**config.mk**
```make
export PLATFORM = sky130hd
export DESIGN_NAME = ab_sensor_conditioner
export DESIGN_NICKNAME = d
export VERILOG_FILES = /design/src/rtl/ab_sensor_conditioner.sv
export SDC_FILE = /design/constraint.sdc
export NUM_CORES = 1
export LEC_CHECK = 0
export ABC_AREA = 1
export BUFFER_PORTS_ARGS = -buffer_cell sky130_fd_sc_hd__buf_2
export CAP_MARGIN = 25
export CORE_MARGIN = 4
export CORE_UTILIZATION = 54
export CTS_CLUSTER_SIZE = 28
export DETAILED_ROUTE_END_ITERATION = 8
export PLACE_DENSITY_LB_ADDON = 0.2
export SYNTH_ARGS = -nofsm -noshare
export SYNTH_HDL_FRONTEND = slang
export SYNTH_SLANG_ARGS = --single-unit
```
**constraint.sdc**
```tcl
create_clock -name clk -period 2.7 [get_ports clk]
set_clock_uncertainty 0.15 [all_clocks]
set_input_delay 0 -clock clk [delete_from_list [all_inputs] [get_ports clk]]
set_output_delay 0 -clock clk [all_outputs]
set_load 0.01 [all_outputs]
```
**src/rtl/ab_sensor_conditioner.sv**
```systemverilog
// Sensor A/B front end: 2-FF synchroniser, counter debouncer and rise/fall strobes per channel.
// Optional per-channel stuck-high detector enabled by defining SENSOR_STUCK_DETECT_EN.
module ab_sensor_conditioner #(
    parameter int unsigned DEBOUNCE_CYCLES = 1_000_000,
    parameter int unsigned DB_BITS         = 20,
    parameter int unsigned STUCK_CYCLES    = 500_000_000,
    parameter int unsigned STUCK_BITS      = 29
) (
    input  logic       clk,
    input  logic       reset_n,
    input  logic       a_raw,
    input  logic       b_raw,
    output logic       a_clean,
    output logic       b_clean,
    output logic       a_rise,
    output logic       a_fall,
    output logic       b_rise,
    output logic       b_fall,
    output logic [1:0] stuck
);

    if (DEBOUNCE_CYCLES < 2 || (64'd1 << DB_BITS) <= 64'(DEBOUNCE_CYCLES)) begin : g_bad_db_cfg
        $error("ab_sensor_conditioner: DEBOUNCE_CYCLES/DB_BITS out of range");
    end
    if (STUCK_CYCLES < 1 || (64'd1 << STUCK_BITS) <= 64'(STUCK_CYCLES)) begin : g_bad_stuck_cfg
        $error("ab_sensor_conditioner: STUCK_CYCLES/STUCK_BITS out of range");
    end

    localparam logic [DB_BITS-1:0] DB_LAST = DB_BITS'(DEBOUNCE_CYCLES - 1);

    // Bit 0 = channel A, bit 1 = channel B throughout.
    logic [1:0]         raw;
    logic [1:0]         s1_q, s2_q;
    logic [1:0]         clean_q, clean_d;
    logic [1:0]         rise_q, rise_d;
    logic [1:0]         fall_q, fall_d;
    logic [DB_BITS-1:0] db_cnt_q [2];
    logic [DB_BITS-1:0] db_cnt_d [2];

    assign raw = {b_raw, a_raw};

    always_comb begin
        clean_d = clean_q;
        rise_d  = '0;
        fall_d  = '0;
        for (int unsigned ch = 0; ch < 2; ch++) begin
            db_cnt_d[ch] = '0;
            if (s2_q[ch] != clean_q[ch]) begin
                if (db_cnt_q[ch] == DB_LAST) begin
                    // Strobes are computed alongside the accepted level so they coincide with it.
                    clean_d[ch] = s2_q[ch];
                    rise_d[ch]  = s2_q[ch];
                    fall_d[ch]  = ~s2_q[ch];
                end else begin
                    db_cnt_d[ch] = db_cnt_q[ch] + DB_BITS'(1);
                end
            end
        end
    end

    always_ff @(posedge clk or negedge reset_n) begin
        if (!reset_n) begin
            s1_q     <= '0;
            s2_q     <= '0;
            clean_q  <= '0;
            rise_q   <= '0;
            fall_q   <= '0;
            db_cnt_q <= '{default: '0};
        end else begin
            s1_q     <= raw;
            s2_q     <= s1_q;
            clean_q  <= clean_d;
            rise_q   <= rise_d;
            fall_q   <= fall_d;
            db_cnt_q <= db_cnt_d;
        end
    end

    assign a_clean = clean_q[0];
    assign b_clean = clean_q[1];
    assign a_rise  = rise_q[0];
    assign b_rise  = rise_q[1];
    assign a_fall  = fall_q[0];
    assign b_fall  = fall_q[1];

`ifdef SENSOR_STUCK_DETECT_EN
    localparam logic [STUCK_BITS-1:0] STUCK_LAST = STUCK_BITS'(STUCK_CYCLES - 1);

    logic [STUCK_BITS-1:0] stk_cnt_q [2];
    logic [1:0]            stuck_q;

    // Counter holds at its last value once the flag is raised; a low clean level clears both.
    always_ff @(posedge clk or negedge reset_n) begin
        if (!reset_n) begin
            stk_cnt_q <= '{default: '0};
            stuck_q   <= '0;
        end else begin
            for (int unsigned ch = 0; ch < 2; ch++) begin
                if (!clean_q[ch]) begin
                    stk_cnt_q[ch] <= '0;
                    stuck_q[ch]   <= 1'b0;
                end else if (stk_cnt_q[ch] == STUCK_LAST) begin
                    stuck_q[ch]   <= 1'b1;
                end else begin
                    stk_cnt_q[ch] <= stk_cnt_q[ch] + STUCK_BITS'(1);
                end
            end
        end
    end

    assign stuck = stuck_q;
`else
    assign stuck = '0;
`endif

endmodule

```
==> results of run 1 <==
worst max-delay path, stage by stage (launching register included):
cell and delay, ns:
dfrtp_1 0.41, ha_1 0.23, nand2_1 0.10, nor2_2 0.05, nand2_1 0.07, nor2_2 0.06, a21oi_4 0.26, nand2_1 0.10
nor2_1 0.11
kinds of logic (layout without fill, tap and decap cells):
logic type	Yosys count	count (layout)
compound gates	14	14
xor+xnor	18	18
fa+ha+maj	2	2
buf+inv	37	56
flops	50	50
other cells	1	2
simple gates	217	217
registers in the layout (all words and copies together), names as in the netlist:
| signal | count |
|---|---|
| s2_q | 2 |
| s1_q | 2 |
| rise_q | 2 |
| db_cnt_q | 40 |
| clean_q | 2 |
| fall_q | 2 |
worst max-delay path by stage:
stage / from / to / slack [ns] / cells past startpoint
6_report: db_cnt_q[0]$_DFF_PN0_ / db_cnt_q[14]$_DFF_PN0_ / 1.10 / 8
5_1_grt: db_cnt_q[0]$_DFF_PN0_ / db_cnt_q[16]$_DFF_PN0_ / 0.96 / 8
4_1_cts: db_cnt_q[0]$_DFF_PN0_ / db_cnt_q[16]$_DFF_PN0_ / 1.11 / 8
3_5_place_dp: db_cnt_q[0]$_DFF_PN0_ / db_cnt_q[9]$_DFF_PN0_ / 1.13 / 8
3_3_place_gp: db_cnt_q[20]$_DFF_PN0_ / db_cnt_q[29]$_DFF_PN0_ / 1.18 / 6
2_1_floorplan: db_cnt_q[0]$_DFF_PN0_ / db_cnt_q[9]$_DFF_PN0_ / 1.29 / 8
layer usage:
metal	global-route usage, %	wire (um)
met1	23.34	2302
met2	32.62	2535
met3	4.014	177
met4	7.517	82
met5	0	0
layout by cell type (no fill, tap or decap), types with 3 or more instances in the layout:
cell,instances
nand4_1,6
clkbuf_8,5
nand2_2,9
xnor2_1,5
xor2_1,13
nand3_1,22
inv_2,9
nor2_2,13
buf_2,9
nor3_1,9
dfrtp_1,50
nand2_1,62
o21ai_1,4
nor2_4,4
o21ai_0,3
nor2_1,85
dlygate4sd3_1,3
a21oi_1,5
inv_1,25
power breakdown:
group	switching [W]	internal, W
Clock	0.000266	0.000183
Combinational	0.0000377	0.0000171
Sequential	0.00000729	0.000758
through the flow:
stage,worst slack (ns),cell area (um2)
floorplan,1.290,2673
global placement,1.179,2786
detailed placement,1.129,2806
CTS,1.111,2927
global route,0.9607,2927
finish,1.098,2927
layout make-up:
class / count / share of cell area [%]
flip-flops and latches: 50 / 42.75
repair buffers: 13 / 3.249
inverters: 35 / 4.575
clock buffers: 5 / 2.351
well taps: 67 / 2.864
multi-input cells: 253 / 43.48
clock inverters: 3 / 0.7268
timing repair:
action,in CTS,in global routing
buffers inserted,0,0
setup endpoints to repair,0,0
hold buffers,3,0
endpoints found under the hold margin,52,0
==> flow_summary.yaml, run 1 <==
hold_path:
  hold_class: "in -> async"
setup_path:
  start_kind: "register"
  end_kind: "register"
  rr_startpoint: "db_cnt_q[0]$_DFF_PN0_"
  r2r_cells: 8
  cp.required_ns: 2.79
  cp_max_fo: 7
  crit_arrival_ns: 1.69
  crit_type: "reg -> reg"
  reg2reg_slack_ns: 1.10
  worst_r2r_endpoint: "db_cnt_q[14]$_DFF_PN0_"
floorplan:
  io_pins: 12
  fp.dieW_um: 78.30
  die_y_um: 78.30
  start_util_pct: 56.13
  dieArea_um2: 6131
  core_area_um2: 4755
  floorplan.rows: 25
synth:
  synth_compound_area_share_pct: 3.141
  syn_area_um2: 2669
  synthArstFlopShare_pct: 100.0
  synth_warnings: 0
  synthXorXnorAreaFrac_pct: 5.907
  synth_common_cells: "nor2_1, nand2_1, dfrtp_1"
  synthMuxAreaShare_pct: 0
  synth_top_area_share_pct: 46.88
  syn-mean-instance-area_um2: 7.873
  synth_top_family_by_area: "simple AND/OR/NAND/NOR gates"
  synth_cell_types: 27
  ys_seq_elements: 50
  synth_top_area_cell: "dfrtp_1"
  synth_adder_area_share_pct: 0.9376
  yosysMostFrequentCell: "nor2_1"
  synth-simple-area-share_pct: 37.41
  synthCells: 339
  synth_edf_count: 0
  synth_ff_type: "dfrtp_1"
  synth_area_leaders: "dfrtp_1, nor2_1, nand2_1"
  ys_seq_area_share_pct: 46.88
timing:
  tightest_slew_ns: 0.5230
  fin_hold_ws_ns: 0.03520
  hold_viol: 0
  rsz0062_at_grt: "false"
  period_share_pct: 59.34
  post-route-min-period_ns: 1.602
  fin_setup_tns_ns: 0
  slew_violations: 0
  max_freq_ghz: 0.6242
  relSlewSlack_pct: 65.14
  setup_violations: 0
cts:
  cts.repair.resized: 0
  numCtsBuffers: 5
  htree_levels: 2
  clockBufferDepth: 2
  clock_sinks: 50
  cts_tree: "built"
  insertion_delay_ns: 0.31
  clk_pin_slew_ns: 0.10
  cts-root-buf: "clkbuf_8"
layout:
  ff_latch_area_um2: 1251
  fin_util_pct: 61.55
  syn_to_final_growth_pct: 9.658
  fill_cells: 447
  multi_input_comb_area_um2: 1272
  fin_cells: 426
  antenna_cells: 0
  drive_gt1_share_pct: 16.43
  final_nets: 364
detailed_routing:
  wl_per_cell_um: 11.96
  first_iter_violations: 131
  firstDrtPassIters: 4
  route.vias.total: 2107
  final_antenna_net_count: 0
  via_per_inst: 4.946
  drc: 0
  wirelength_um: 5097
global_routing:
  antenna_found_initial: 0
  grt_pass1_vias: 2118
  grt_use_total_pct: 19.00
  grt_max_degree: 30
  grt_overflow_total: 0
  grt_pass1_wl_um: 9197
power:
  ir_drop_v: 0.0003677
  p_total_w: 0.001269
  leakage_nw: 1.290
  power_density_nw_per_um2: 433.7
status:
  status: "complete, no violations"
placement:
  hpwl_um: 3890
  gp_congestion: 0.8526
  io_buffers: 9
  dp.cells: 415
run:
  max_cap_viol_count: 0
Note: power is estimated with default switching activity, not from simulation.
==> run 2: changes to the inputs <==
==> constraint.sdc (replaced) <==
create_clock -name clk -period 1.6 [get_ports clk]
set_clock_uncertainty 0.15 [all_clocks]
set_input_delay 0 -clock clk [delete_from_list [all_inputs] [get_ports clk]]
set_output_delay 0 -clock clk [all_outputs]
set_load 0.01 [all_outputs]
==> run 2 against run 1 <==
Against the previous run:
- sequential cell count unchanged
- register-to-register slack got worse by 1.0 ns
- die area unchanged
- largest power group unchanged
==> flow_summary.yaml, run 2 (synthesis results as in run 1) <==
floorplan:
  fp.dieW_um: 78.30
  start_util_pct: 56.13
  die_y_um: 78.30
  floorplan.rows: 25
  dieArea_um2: 6131
  io_pins: 12
  core_area_um2: 4755
cts:
  htree_levels: 2
  cts_tree: "built"
  cts-root-buf: "clkbuf_8"
  insertion_delay_ns: 0.31
  clk_pin_slew_ns: 0.09
  clockBufferDepth: 2
  clock_sinks: 50
  numCtsBuffers: 5
timing:
  slew_violations: 0
  fin_setup_tns_ns: 0
  post-route-min-period_ns: 1.531
  rsz0062_at_grt: "true"
  period_share_pct: 95.70
  fin_hold_ws_ns: 0.05308
  tightest_slew_ns: 0.5329
  max_freq_ghz: 0.6531
  setup_violations: 0
  hold_viol: 0
  relSlewSlack_pct: 64.47
detailed_routing:
  wl_per_cell_um: 12.11
  final_antenna_net_count: 0
  wirelength_um: 5268
  route.vias.total: 2178
  first_iter_violations: 123
  via_per_inst: 5.007
  firstDrtPassIters: 6
  drc: 0
setup_path:
  crit_path_top_delay_cell: "dfrtp_1"
  cp_max_fo: 7
  path_delay_family: "simple AND/OR/NAND/NOR gates"
  cp.required_ns: 1.70
  slowest_delay_ns: 0.40
  crit_arrival_ns: 1.63
  start_kind: "register"
  end_kind: "register"
  crit_type: "reg -> reg"
  cp_cell_sequence: "ha_2 > nand2_2 > nor2_2 > nand2_2 > nor2_4 > a21oi_4 > nand2_1 > nor2_2"
  path_buf_inv: 0
hold_path:
  hold_class: "in -> async"
global_routing:
  antenna_found_initial: 0
  top_usage_layer: "met2"
  grt_pass1_wl_um: 9087
  met2_usage_pct: 33.22
  met1_usage_pct: 21.77
  grt_max_degree: 29
  grt_use_total_pct: 18.53
  grt_use_met3_pct: 3.784
  grt_overflow_total: 0
  grt_pass1_vias: 2098
layout:
  layout_common_cells: "nor2_1, nand2_1, dfrtp_1, inv_1, nand3_1"
  syn_to_final_growth_pct: 14.67
  fin_util_pct: 64.37
  drive_gt1_share_pct: 21.20
  antenna_cells: 0
  largest_reg_flops: 40
  regMostFlops: "db_cnt_q"
  final_nets: 373
  fill_cells: 411
  final_common_cell: "nor2_1"
power:
  ir_drop_v: 0.0004503
  p_total_w: 0.002295
  leakage_nw: 1.334
  power_density_nw_per_um2: 749.9
placement:
  hpwl_um: 3794
  io_buffers: 9
  gp_congestion: 0.8907
status:
  status: "complete, no violations"
run:
  max_cap_viol_count: 0
-- run 2: cell types whose count changed in the layout (fill, tap and decap cells not counted), moves of 2 or more --
cell	before	now
buf_4	0	9
nor2_1	85	81
dfrtp_1	50	47
dfrtp_2	0	3
ha_1	2	0
ha_2	0	2
nand2_1	62	60
nor2_2	13	15
nor2_4	4	6
-- run 2: per-stage QoR --
| step | setup slack, ns | instance area, um2 | cells |
|---|---|---|---|
| finish | 0.06885 | 3060 | 435 |
| global route | -0.02057 | 3060 | 435 |
| CTS | 0.01224 | 2977 | 430 |
| detailed placement | 0.02028 | 2836 | 419 |
| global placement | 0.07411 | 2836 | 419 |
| floorplan | 0.1904 | 2673 | 340 |
-- run 2: final cells by class --
cell class,instances,area [um2],share of cell area (%)
clock inverters,2,37.54,1.226
inverters,35,133.9,4.374
clock buffers,6,72.57,2.371
flip-flops and latches,50,1255,41.01
multi-input cells,253,1315,42.97
well taps,67,83.83,2.739
repair buffers,22,162.7,5.315
-- run 2: routing by layer --
metal | wire [um] | share of wire [%]
met1 | 2364 | 45
met2 | 2681 | 51
met3 | 149 | 2.8
met4 | 72 | 1.4
met5 | 0 | 0
-- run 2: what timing repair did --
| item | 4_1_cts | 5_1_grt |
|---|---|---|
| hold endpoints to repair | 52 | 0 |
| setup endpoints to repair | 0 | 27 |
| gates resized for setup | 0 | 16 |
| setup buffers | 0 | 5 |
| hold buffers | 3 | 0 |
-- run 2: worst reg2reg max path, stage by stage (launching register included) --
cell     delay (ns)
dfrtp_1        0.40
ha_2           0.21
nand2_2        0.07
nor2_2         0.05
nand2_2        0.07
nor2_4         0.05
a21oi_4        0.28
nand2_1        0.11
nor2_2         0.10
-- run 2: path summary, 6_finish.rpt --
| check | from | end | slack (ns) | cells after the start |
|---|---|---|---|---|
| max | db_cnt_q[0]$_DFF_PN0_ | db_cnt_q[18]$_DFF_PN0_ | 0.07 | 8 |
| min | reset_n | db_cnt_q[33]$_DFF_PN0_ | 0.05 | 2 |
| max reg2reg | db_cnt_q[0]$_DFF_PN0_ | db_cnt_q[18]$_DFF_PN0_ | 0.07 | 8 |
| min reg2reg | s1_q[1]$_DFF_PN0_ | s2_q[1]$_DFF_PN0_ | 0.21 | 0 |
| max in group asynchronous | reset_n | db_cnt_q[23]$_DFF_PN0_ | 0.71 | 3 |
| min in group clk | b_raw | s1_q[1]$_DFF_PN0_ | 0.19 | 2 |
-- run 2: where the power goes --
group	total [W]	internal (W)	switching, W
clock	0.000898	0.000467	0.000431
combinational	0.000105	0.0000376	0.0000674
sequential	0.00129	0.00128	0.0000129
==> run 3: changes to the inputs <==
--- a/config.mk
+++ b/config.mk
@@ -13,6 +13,7 @@
 export CTS_CLUSTER_SIZE = 28
 export DETAILED_ROUTE_END_ITERATION = 8
 export PLACE_DENSITY_LB_ADDON = 0.2
+export RECOVER_POWER = 25
 export SYNTH_ARGS = -nofsm -noshare
 export SYNTH_HDL_FRONTEND = slang
 export SYNTH_SLANG_ARGS = --single-unit
==> run 3 against run 2 <==
Against the previous run:
- register-to-register slack about the same
- non-clock buffer count unchanged
- combinational power about the same
- sequential cell count unchanged
- wire length about the same
- critical path type unchanged
- critical endpoint unchanged
- largest cell class unchanged
- largest power group unchanged
==> flow_summary.yaml, run 3 (synthesis results as in run 1) <==
status:
  status: "complete, no violations"
layout:
  stdcell_area_um2: 3060
  fill_cells: 411
  layout_common_cells: "nor2_1, nand2_1, dfrtp_1, inv_1, nand3_1"
  drive_gt1_share_pct: 21.20
  fin_cells: 435
  syn_to_final_growth_pct: 14.67
  final_common_cell: "nor2_1"
  antenna_cells: 0
  largest_reg_flops: 40
  ff_latch_area_um2: 1255
  multi_input_comb_area_um2: 1315
  final_nets: 373
  regMostFlops: "db_cnt_q"
cts:
  clock_sinks: 50
  cts-root-buf: "clkbuf_8"
  clk_pin_slew_ns: 0.09
  clockBufferDepth: 2
  cts_tree: "built"
  numCtsBuffers: 5
  insertion_delay_ns: 0.31
  htree_levels: 2
setup_path:
  cp_max_fo: 7
  crit_arrival_ns: 1.63
  cp.required_ns: 1.70
  start_kind: "register"
  crit_type: "reg -> reg"
  end_kind: "register"
global_routing:
  grt_overflow_total: 0
  grt_max_degree: 29
  grt_use_total_pct: 18.53
  grt_pass1_wl_um: 9087
  antenna_found_initial: 0
  grt_pass1_vias: 2098
power:
  clkPwrFrac_pct: 39.1
  ir_drop_v: 0.0004503
  p_switching_w: 0.0005110
  combPwrFrac_pct: 4.6
  power_switching_share_pct: 22.26
  p_total_w: 0.002295
  power_frac_seq_pct: 56.3
  leakage_nw: 1.334
  power_density_nw_per_um2: 749.9
  p_int_w: 0.001784
placement:
  gp_congestion: 0.8907
  hpwl_um: 3794
  dp.cells: 419
  io_buffers: 9
  placed_cell_area_um2: 2836
run:
  max_cap_viol_count: 0
floorplan:
  core_area_um2: 4755
  die_y_um: 78.30
  fp.dieW_um: 78.30
  io_pins: 12
  floorplan.rows: 25
  start_util_pct: 56.13
  dieArea_um2: 6131
detailed_routing:
  firstDrtPassIters: 6
  first_iter_violations: 123
  route.vias.total: 2178
  via_per_inst: 5.007
  final_antenna_net_count: 0
  wl_per_cell_um: 12.11
  drc: 0
  wirelength_um: 5267
timing:
  setup_violations: 0
  slew_violations: 0
  relSlewSlack_pct: 60.47
  post-route-min-period_ns: 1.531
  max_freq_ghz: 0.6531
  tightest_slew_ns: 0.5930
  hold_viol: 0
  fin_setup_tns_ns: 0
  period_share_pct: 95.70
  rsz0062_at_grt: "true"
  fin_hold_ws_ns: 0.07509
hold_path:
  hold_class: "in -> async"
## run 3: critical path, cell delays in order (launching register included)
cell and delay (ns):
dfrtp_1 0.40, ha_2 0.21, nand2_2 0.07, nor2_2 0.05, nand2_2 0.07, nor2_4 0.05, a21oi_4 0.28, nand2_1 0.11
nor2_2 0.10
## run 3: layer usage
| metal | vias to the layer above | global-route usage [%] | share of wire [%] | routed length [um] |
|---|---|---|---|---|
| met5 | - | 0 | 0 | 0 |
| met4 | 0 | 6.993 | 1.4 | 72 |
| met3 | 9 | 3.784 | 2.8 | 149 |
| met2 | 39 | 33.22 | 51 | 2681 |
| met1 | 1015 | 21.77 | 45 | 2363 |
| li1 | 1115 | - | - | - |
## run 3: layout make-up
type / instances / share of cell area [%]
multi-input combinational: 253 / 42.97
sequential: 50 / 41.01
timing repair buffer: 22 / 5.315
inverter: 35 / 4.374
tap: 67 / 2.739
clock buffer: 6 / 2.371
clock inverter: 2 / 1.226
## run 3: final timing paths
path                                        from                      to  slack [ns]  cells past startpoint
max                        db_cnt_q[0]$_DFF_PN0_  db_cnt_q[18]$_DFF_PN0_        0.07                      8
min                                      reset_n  db_cnt_q[33]$_DFF_PN0_        0.08                      2
max reg2reg                db_cnt_q[0]$_DFF_PN0_  db_cnt_q[18]$_DFF_PN0_        0.07                      8
min reg2reg                    s1_q[1]$_DFF_PN0_       s2_q[1]$_DFF_PN0_        0.21                      0
max in group asynchronous                reset_n  db_cnt_q[23]$_DFF_PN0_        0.66                      3
min in group clk                           b_raw       s1_q[1]$_DFF_PN0_        0.19                      2
## run 3: power groups by stage
| stage | clock [W] | sequential [W] | combinational (W) |
|---|---|---|---|
| 6_report | 0.000898 | 0.00129 | 0.000105 |
| 5_1_grt | 0.000963 | 0.00130 | 0.000121 |
| 4_1_cts | 0.000922 | 0.00129 | 0.000101 |
| 3_5_place_dp | 0 | 0.00132 | 0.0000951 |
| 3_3_place_gp | 0 | 0.00132 | 0.0000940 |
| 2_1_floorplan | 0 | 0.00131 | 0.0000484 |
## run 3: through the flow
stage	setup slack [ns]	util, %
after CTS	0.01224	62.61
after detailed placement	0.02028	59.66
final	0.06885	64.37
after global routing	-0.02057	64.37
after floorplan	0.1904	-
after global placement	0.07411	59.66
## run 3: timing repair
action	4_1_cts	5_1_grt
resized for setup	0	16
endpoints found under the setup margin	0	27
endpoints found under the hold margin	52	0
hold buffers	3	0
buffers inserted	0	5
